**src/rtl/seq_multiplier_pkg.sv**
```systemverilog
// mult_pkg: shared FSM type and helpers for the
// iterative shift-add multiplier (seq_multiplier).
package mult_pkg;

  typedef enum logic [1:0] {
    IDLE,
    RUN,
    DONE
  } mult_state_t;

  // Widest operand the abs helper can carry.
  localparam int MAX_W = 128;

  // Counter width for n iterations, never below 1.
  function automatic int cnt_width(input int n);
    return (n > 1) ? $clog2(n) : 1;
  endfunction

  // Conditional negate of a w-bit value held
  // zero-extended in MAX_W bits. The low w bits of
  // the result are the magnitude; -2^(w-1) maps to
  // 2^(w-1), still exact as a w-bit unsigned value.
  function automatic logic [MAX_W-1:0] abs_w(
    input logic [MAX_W-1:0] v,
    input int               w,
    input logic             sgn
  );
    if (sgn && v[w-1]) begin
      return -v;
    end
    return v;
  endfunction

endpackage

```
**src/rtl/seq_multiplier_if.sv**
```systemverilog
// seq_multiplier_if: operand/result handshake bundle.
// master = producer/consumer stage, slave = multiplier.
interface seq_multiplier_if #(
  parameter int WIDTH = 64
);

  logic               in_valid;
  logic               in_ready;
  logic [WIDTH-1:0]   mcand;
  logic [WIDTH-1:0]   mplier;
  logic               is_signed;
  logic               flush;
  logic               out_valid;
  logic               out_ready;
  logic [2*WIDTH-1:0] prod;

  modport master (
    output in_valid,
    output mcand,
    output mplier,
    output is_signed,
    output flush,
    output out_ready,
    input  in_ready,
    input  out_valid,
    input  prod
  );

  modport slave (
    input  in_valid,
    input  mcand,
    input  mplier,
    input  is_signed,
    input  flush,
    input  out_ready,
    output in_ready,
    output out_valid,
    output prod
  );

endinterface

```
**src/rtl/seq_multiplier_step.sv**
```systemverilog
// mult_step: K shift-add iterations, LSB first.
// Ports: i_acc (2W), i_mcand (W magnitude) -> o_acc (2W).
module mult_step #(
  parameter int WIDTH = 64,
  parameter int K     = 1
) (
  input  logic [2*WIDTH-1:0] i_acc,
  input  logic [WIDTH-1:0]   i_mcand,
  output logic [2*WIDTH-1:0] o_acc
);

  logic [2*WIDTH-1:0] w_acc;
  logic [WIDTH:0]     w_sum;

  // Upper half gathers the partial product; the
  // carry of each add re-enters at the MSB on shift.
  always_comb begin
    w_acc = i_acc;
    w_sum = '0;
    for (int i = 0; i < K; i++) begin
      w_sum = {1'b0, w_acc[2*WIDTH-1:WIDTH]}
            + (w_acc[0] ? {1'b0, i_mcand} : '0);
      w_acc = {w_sum, w_acc[WIDTH-1:1]};
    end
    o_acc = w_acc;
  end

endmodule

```
**src/rtl/seq_multiplier.sv**
```systemverilog
// seq_multiplier: iterative WIDTH x WIDTH -> 2*WIDTH
// multiplier, BITS_PER_CYCLE multiplier bits per clock.
// Ports: clk, rst_n (async, active low),
//   bus (slave): in_valid/in_ready, mcand, mplier,
//   is_signed, flush, out_valid/out_ready, prod.
module seq_multiplier
  import mult_pkg::*;
#(
  parameter int WIDTH          = 64,
  parameter int BITS_PER_CYCLE = 1
) (
  input  logic                clk,
  input  logic                rst_n,
  seq_multiplier_if.slave     bus
);

  localparam int N     = WIDTH / BITS_PER_CYCLE;
  localparam int CNT_W = cnt_width(N);
  localparam logic [CNT_W-1:0] CNT_LAST =
    CNT_W'(N - 1);

  mult_state_t        r_state;
  mult_state_t        w_state_nxt;
  logic [CNT_W-1:0]   r_cnt;
  logic [CNT_W-1:0]   w_cnt_nxt;
  logic [2*WIDTH-1:0] r_acc;
  logic [2*WIDTH-1:0] w_acc_nxt;
  logic [2*WIDTH-1:0] w_step;
  logic [WIDTH-1:0]   r_mcand;
  logic [WIDTH-1:0]   w_mcand_nxt;
  logic               r_neg;
  logic               w_neg_nxt;
  logic [2*WIDTH-1:0] r_prod;
  logic [2*WIDTH-1:0] w_prod_nxt;
  logic               r_out_valid;
  logic               w_out_valid_nxt;

  logic [MAX_W-1:0]   w_mc_full;
  logic [MAX_W-1:0]   w_mp_full;
  logic [WIDTH-1:0]   w_mc_abs;
  logic [WIDTH-1:0]   w_mp_abs;
  logic               w_neg_in;
  logic               w_in_ready;
  logic               w_unused_hi;

  assign w_mc_full = abs_w(MAX_W'(bus.mcand),
                           WIDTH, bus.is_signed);
  assign w_mp_full = abs_w(MAX_W'(bus.mplier),
                           WIDTH, bus.is_signed);
  assign w_mc_abs  = w_mc_full[WIDTH-1:0];
  assign w_mp_abs  = w_mp_full[WIDTH-1:0];
  assign w_unused_hi = ^{w_mc_full[MAX_W-1:WIDTH],
                         w_mp_full[MAX_W-1:WIDTH]};

  assign w_neg_in = bus.is_signed
                  & (bus.mcand[WIDTH-1]
                   ^ bus.mplier[WIDTH-1]);

  // Low while reset is held, otherwise only in IDLE.
  assign w_in_ready    = rst_n & (r_state == IDLE);
  assign bus.in_ready  = w_in_ready;
  assign bus.out_valid = r_out_valid;
  assign bus.prod      = r_prod;

  mult_step #(
    .WIDTH (WIDTH),
    .K     (BITS_PER_CYCLE)
  ) u_step (
    .i_acc   (r_acc),
    .i_mcand (r_mcand),
    .o_acc   (w_step)
  );

  always_ff @(posedge clk or negedge rst_n) begin
    if (!rst_n) begin
      r_state     <= IDLE;
      r_cnt       <= '0;
      r_acc       <= '0;
      r_mcand     <= '0;
      r_neg       <= 1'b0;
      r_prod      <= '0;
      r_out_valid <= 1'b0;
    end else begin
      r_state     <= w_state_nxt;
      r_cnt       <= w_cnt_nxt;
      r_acc       <= w_acc_nxt;
      r_mcand     <= w_mcand_nxt;
      r_neg       <= w_neg_nxt;
      r_prod      <= w_prod_nxt;
      r_out_valid <= w_out_valid_nxt;
    end
  end

  always_comb begin
    w_state_nxt     = r_state;
    w_cnt_nxt       = r_cnt;
    w_acc_nxt       = r_acc;
    w_mcand_nxt     = r_mcand;
    w_neg_nxt       = r_neg;
    w_prod_nxt      = r_prod;
    w_out_valid_nxt = r_out_valid;
    if (bus.flush) begin
      // Abort wins over accept and handoff.
      w_state_nxt     = IDLE;
      w_cnt_nxt       = '0;
      w_out_valid_nxt = 1'b0;
    end else begin
      unique case (r_state)
        IDLE: begin
          if (bus.in_valid && w_in_ready) begin
            w_state_nxt = RUN;
            w_cnt_nxt   = '0;
            w_acc_nxt   = {{WIDTH{1'b0}}, w_mp_abs};
            w_mcand_nxt = w_mc_abs;
            w_neg_nxt   = w_neg_in;
          end
        end
        RUN: begin
          w_acc_nxt = w_step;
          w_cnt_nxt = r_cnt + CNT_W'(1);
          if (r_cnt == CNT_LAST) begin
            w_prod_nxt      = r_neg ? -w_step
                                    : w_step;
            w_out_valid_nxt = 1'b1;
            w_cnt_nxt       = '0;
            w_state_nxt     = DONE;
          end
        end
        DONE: begin
          if (bus.out_ready) begin
            w_out_valid_nxt = 1'b0;
            w_state_nxt     = IDLE;
          end
        end
        default: begin
          w_state_nxt = IDLE;
        end
      endcase
    end
  end

endmodule

```
**src/flat_wrapper.sv**
```systemverilog
// flat-port wrapper written by rule: the top's interface ports become plain ports
module seq_multiplier_flat import mult_pkg::*;
#(
  parameter int WIDTH          = 64,
  parameter int BITS_PER_CYCLE = 1
)
  (clk, rst_n, bus_in_valid, bus_mcand, bus_mplier, bus_is_signed, bus_flush, bus_out_ready, bus_in_ready, bus_out_valid, bus_prod);
  seq_multiplier_if #(.WIDTH(WIDTH)) bus_i ();
  input  logic clk;
  input  logic rst_n;
  input wire logic [$bits(bus_i.in_valid)-1:0] bus_in_valid;
  input wire logic [$bits(bus_i.mcand)-1:0] bus_mcand;
  input wire logic [$bits(bus_i.mplier)-1:0] bus_mplier;
  input wire logic [$bits(bus_i.is_signed)-1:0] bus_is_signed;
  input wire logic [$bits(bus_i.flush)-1:0] bus_flush;
  input wire logic [$bits(bus_i.out_ready)-1:0] bus_out_ready;
  output wire logic [$bits(bus_i.in_ready)-1:0] bus_in_ready;
  output wire logic [$bits(bus_i.out_valid)-1:0] bus_out_valid;
  output wire logic [$bits(bus_i.prod)-1:0] bus_prod;
  assign bus_i.in_valid = bus_in_valid;
  assign bus_i.mcand = bus_mcand;
  assign bus_i.mplier = bus_mplier;
  assign bus_i.is_signed = bus_is_signed;
  assign bus_i.flush = bus_flush;
  assign bus_i.out_ready = bus_out_ready;
  assign bus_in_ready = bus_i.in_ready;
  assign bus_out_valid = bus_i.out_valid;
  assign bus_prod = bus_i.prod;
  seq_multiplier #(.WIDTH(WIDTH), .BITS_PER_CYCLE(BITS_PER_CYCLE)) u_core (.clk(clk), .rst_n(rst_n), .bus(bus_i));
endmodule
```
**config.mk**
```make
export PLATFORM = sky130hd
export DESIGN_NAME = seq_multiplier_flat
export DESIGN_NICKNAME = d
export VERILOG_FILES = /design/src/rtl/seq_multiplier_pkg.sv /design/src/rtl/seq_multiplier_if.sv /design/src/rtl/seq_multiplier_step.sv /design/src/rtl/seq_multiplier.sv /design/src/flat_wrapper.sv
export SDC_FILE = /design/constraint.sdc
export NUM_CORES = 1
export LEC_CHECK = 0
export CORE_ASPECT_RATIO = 0.7
export CORE_MARGIN = 2
export CORE_UTILIZATION = 45
export DETAILED_ROUTE_END_ITERATION = 10
export PLACE_DENSITY = 0.75
export SLEW_MARGIN = 15
export SYNTH_ARGS = -nofsm -noshare
export SYNTH_HDL_FRONTEND = slang
export SYNTH_HIERARCHICAL = 1
export SYNTH_SLANG_ARGS = --single-unit
```
**constraint.sdc**
```tcl
create_clock -name clk -period 12.1 [get_ports clk]
set_input_delay 3.025 -clock clk [delete_from_list [all_inputs] [get_ports clk]]
set_output_delay 3.025 -clock clk [all_outputs]
set_load 0.02 [all_outputs]
```
==> impl_summary.log <==
[metrics] Initial Util: 45.4%
[metrics] share of the cycle needed by the critical path after routing: 59.4%
[metrics] nets@finish: 3,299
[metrics] overflow left after global routing: 0
[metrics] worst hold slack across all endpoints: 0.473 ns
[metrics] number of global-route vias before repair: 20.6k
[metrics] global-route track usage on met1: 43.0%
[metrics] via total after detailed routing: 22.6k
[metrics] count of nets left with antenna violations after detail routing: 0
[metrics] Max Buffers Root-to-Sink: 3
[metrics] gpl congestion: 0.993
[metrics] critical path, cell by cell: buf_8 > nor3b_1 > clkdlybuf4s50_1
[metrics] arrival time reported for the critical path endpoint: 4.16 ns
[metrics] Power Density: 140 nW/µm²
[metrics] fraction of post-synthesis cell area in the top cell type by area: 34.9%
[metrics] type of destination of the critical path: output port
[metrics] Core Area: 52,000 µm²
[metrics] maximum number of pins on one net before global-route repair: 128
[metrics] switching share of total power: 39.1%
[metrics] routed wire length per instance: 20.7 µm
[metrics] clock group share of total power: 29.6%
[metrics] standby leakage power: 0.0112 µW
[metrics] drt first pass iters: 6
[metrics] floorplan die height: 196 µm
[metrics] CTS tree: built
[metrics] RSZ-0062 raised after global routing: no
[metrics] met3 layer usage reported by global route: 8.37%
[metrics] wire length of the first global-routing pass: 122,000 µm
[metrics] number of hold buffers added after cts: 0
[metrics] overall die width: 278 µm
[metrics] design internal power: 2350 µW
[metrics] total nets after synthesis: 3,197
[metrics] initial detailed-routing violation count: 2,760
[metrics] biggest fanout along the worst timing path: 17
[metrics] skew final: 0.0274 ns
[metrics] mean instance size in the synthesized netlist: 7.90 µm²
[metrics] Max-Slew Margin vs Limit: 16.7%
[metrics] P_sw: 1510 µW
[metrics] DRC Markers: 0
[metrics] count of buffers inserted at the top-level ports: 263
[metrics] global routing usage on met2: 38.5%
[metrics] share of power burned in registers: 35.7%
[metrics] Post-synth EDFFs: 0
[metrics] final setup fails: 0
[metrics] post-cts repair resize count: 0
[metrics] total setup buffers inserted after CTS: 0
[metrics] DP HPWL: 59,400 µm
[metrics] number of hold violations in the final report: 0
[metrics] cell accounting for the most synthesized area: sky130_fd_sc_hd__dfrtp_1
[metrics] overall fraction of global-route tracks in use: 28.4%
[metrics] Worst Tran Pin Value: 1.24 ns
[metrics] portion of the post-synthesis area used by sequential elements: 34.9%
[metrics] total clock sinks: 330
[metrics] CP startpoint kind: input port
[metrics] Clock transition at path regs: 0.06 ns
[metrics] cell types with the highest counts after synthesis: sky130_fd_sc_hd__nand2_1, sky130_fd_sc_hd__o21ai_0, sky130_fd_sc_hd__dfrtp_1
[metrics] Total Wirelength: 78,900 µm
[metrics] clock root buffer: sky130_fd_sc_hd__clkbuf_16
[metrics] signed area change from the synthesized netlist to the final layout: 16.3%
[metrics] worst setup path class: input port to output port
[metrics] TritonCTS Buffers: 37
[metrics] primary flip-flop cell chosen by synthesis mapping: sky130_fd_sc_hd__dfrtp_1
[metrics] result of the run: completed
[metrics] initial antenna violation count: 7
[metrics] I/O pin cnt: 264
[metrics] cell area after layout: 27,500 µm²
[metrics] distinct cell type count of the synthesized netlist: 87
[metrics] type of the most critical hold path: flip-flop to flip-flop
[metrics] number of H-tree levels: 2
[metrics] final slew viol count: 0
[metrics] number of rows in the core area: 70
[metrics] Seq cells post-synth: 330
[metrics] maximum vdd drop: 0.108 mV
[metrics] worst stage delay on the critical path: 0.66 ns
[metrics] critical path's slowest cell: sky130_fd_sc_hd__clkdlybuf4s50_1
[metrics] Max Fclk: 139 MHz
[metrics] post-DR vias/cell: 5.93
[metrics] Data required, critical path: 9.07 ns
[metrics] overall die area: 54,400 µm²
[metrics] Maximum Capacitance Violations: 0
[metrics] shortest period the worst path allows: 7.19 ns
[metrics] proportion of register bits with asynchronous set or reset after synthesis: 100%
[metrics] leading cell types by total area after synthesis: sky130_fd_sc_hd__dfrtp_1, sky130_fd_sc_hd__o21ai_0, sky130_fd_sc_hd__nand2_1
[metrics] clk_lat worst skew: 0.54 ns
[metrics] ratio of cells with drive above 1 in the final layout: 4.11%
[metrics] Gate Count Post-Synth: 2,994
[metrics] placed inst area: 26,300 µm²
[metrics] GR peak layer: met1
[metrics] Yosys warning count: 6
[metrics] synthesized cell area: 23,600 µm²
[metrics] most frequently used cell type in the post-synthesis netlist: sky130_fd_sc_hd__nand2_1
[metrics] fillers: 5,038
[metrics] Sum Neg Setup Slack: 0 ns
[metrics] Combinational Power Share: 34.6%
==> worst paths after layout <==
path,to,startpoint,cells past startpoint,slack [ns]
setup / recovery,bus_in_ready,rst_n,3,4.91
hold / removal,u_core/r_mcand[36]$_DFFE_PN0P_,u_core/r_mcand[36]$_DFFE_PN0P_,2,0.47
setup reg to reg,u_core/bus.prod[120]$_DFFE_PN0P_,u_core/r_acc[0]$_DFFE_PN0P_,19,5.58
hold reg to reg,u_core/r_mcand[36]$_DFFE_PN0P_,u_core/r_mcand[36]$_DFFE_PN0P_,2,0.47
max in group asynchronous,u_core/r_acc[92]$_DFFE_PN0P_,rst_n,3,7.87
min in group asynchronous,u_core/bus.prod[93]$_DFFE_PN0P_,rst_n,1,2.31
==> per-stage QoR <==
stage	total power [µW]	setup WS, ns	util, %	instances
final	3860	4.91	52.9	3804
after global placement	2670	4.88	50.5	3741
after CTS	3830	4.91	52.8	3801
after floorplan	2260	5.53	-	2994
after global routing	4050	4.85	52.9	3803
after detailed placement	2680	4.93	50.5	3741
==> cells by family after synthesis <==
logic type      Yosys count  share of synthesized area (%)
mux                       4                          0.169
simple gates           1221                           24.9
fa+ha+maj                69                           3.68
flops                   330                           34.9
buf+inv                 261                           5.22
xor+xnor                283                           10.5
compound gates          826                           20.7
==> metal layers <==
layer	share of wire [%]	wire length (µm)
met2	40	31300
met5	0.18	143
met4	2.6	2020
met1	46	36400
met3	11	9040
==> registers in the layout, indices dropped and copies added, names as in the netlist <==
register,count
u_core/bus.prod,128
u_core/r_acc,128
u_core/r_mcand,64
u_core/r_cnt,6
u_core/r_state,2
u_core/bus.out_valid,1
u_core/r_neg,1
==> layout by cell type, fill, tap and decap left out, drive strengths merged, types with 74 or more instances in the layout <==
cell type	synthesis	routed
nor2	189	189
and2	75	75
o21ai	400	400
dfrtp	330	330
xor2	176	176
nor3	74	74
a21oi	171	171
nand2	520	520
clkdlybuf4s50	0	262
xnor2	107	107
==> power groups by stage <==
| stage | Clock, µW | Sequential (µW) | Combinational (µW) |
|---|---|---|---|
| after floorplan | 0 | 1290 | 977 |
| after global placement | 0 | 1390 | 1280 |
| after detailed placement | 0 | 1390 | 1290 |
| after CTS | 1160 | 1370 | 1300 |
| after global routing | 1220 | 1390 | 1440 |
| final | 1140 | 1380 | 1340 |
==> worst max-delay path, delay by kind of cell <==
kind | cells | cell delay (ns)
buffers and inverters | 2 | 0.85
AND/OR/NAND/NOR | 1 | 0.27
==> cell type report <==
class,count,area [µm²],share of cell area (%)
antenna,3,7.51,0.0273
clock buffer,49,1050,3.82
clock inverter,11,148,0.537
inverter,29,109,0.396
multi-input combinational,2403,14200,51.6
sequential,330,8260,30.0
tap,684,856,3.11
timing repair buffer,295,2880,10.5
(Power assumes the default switching activity.)
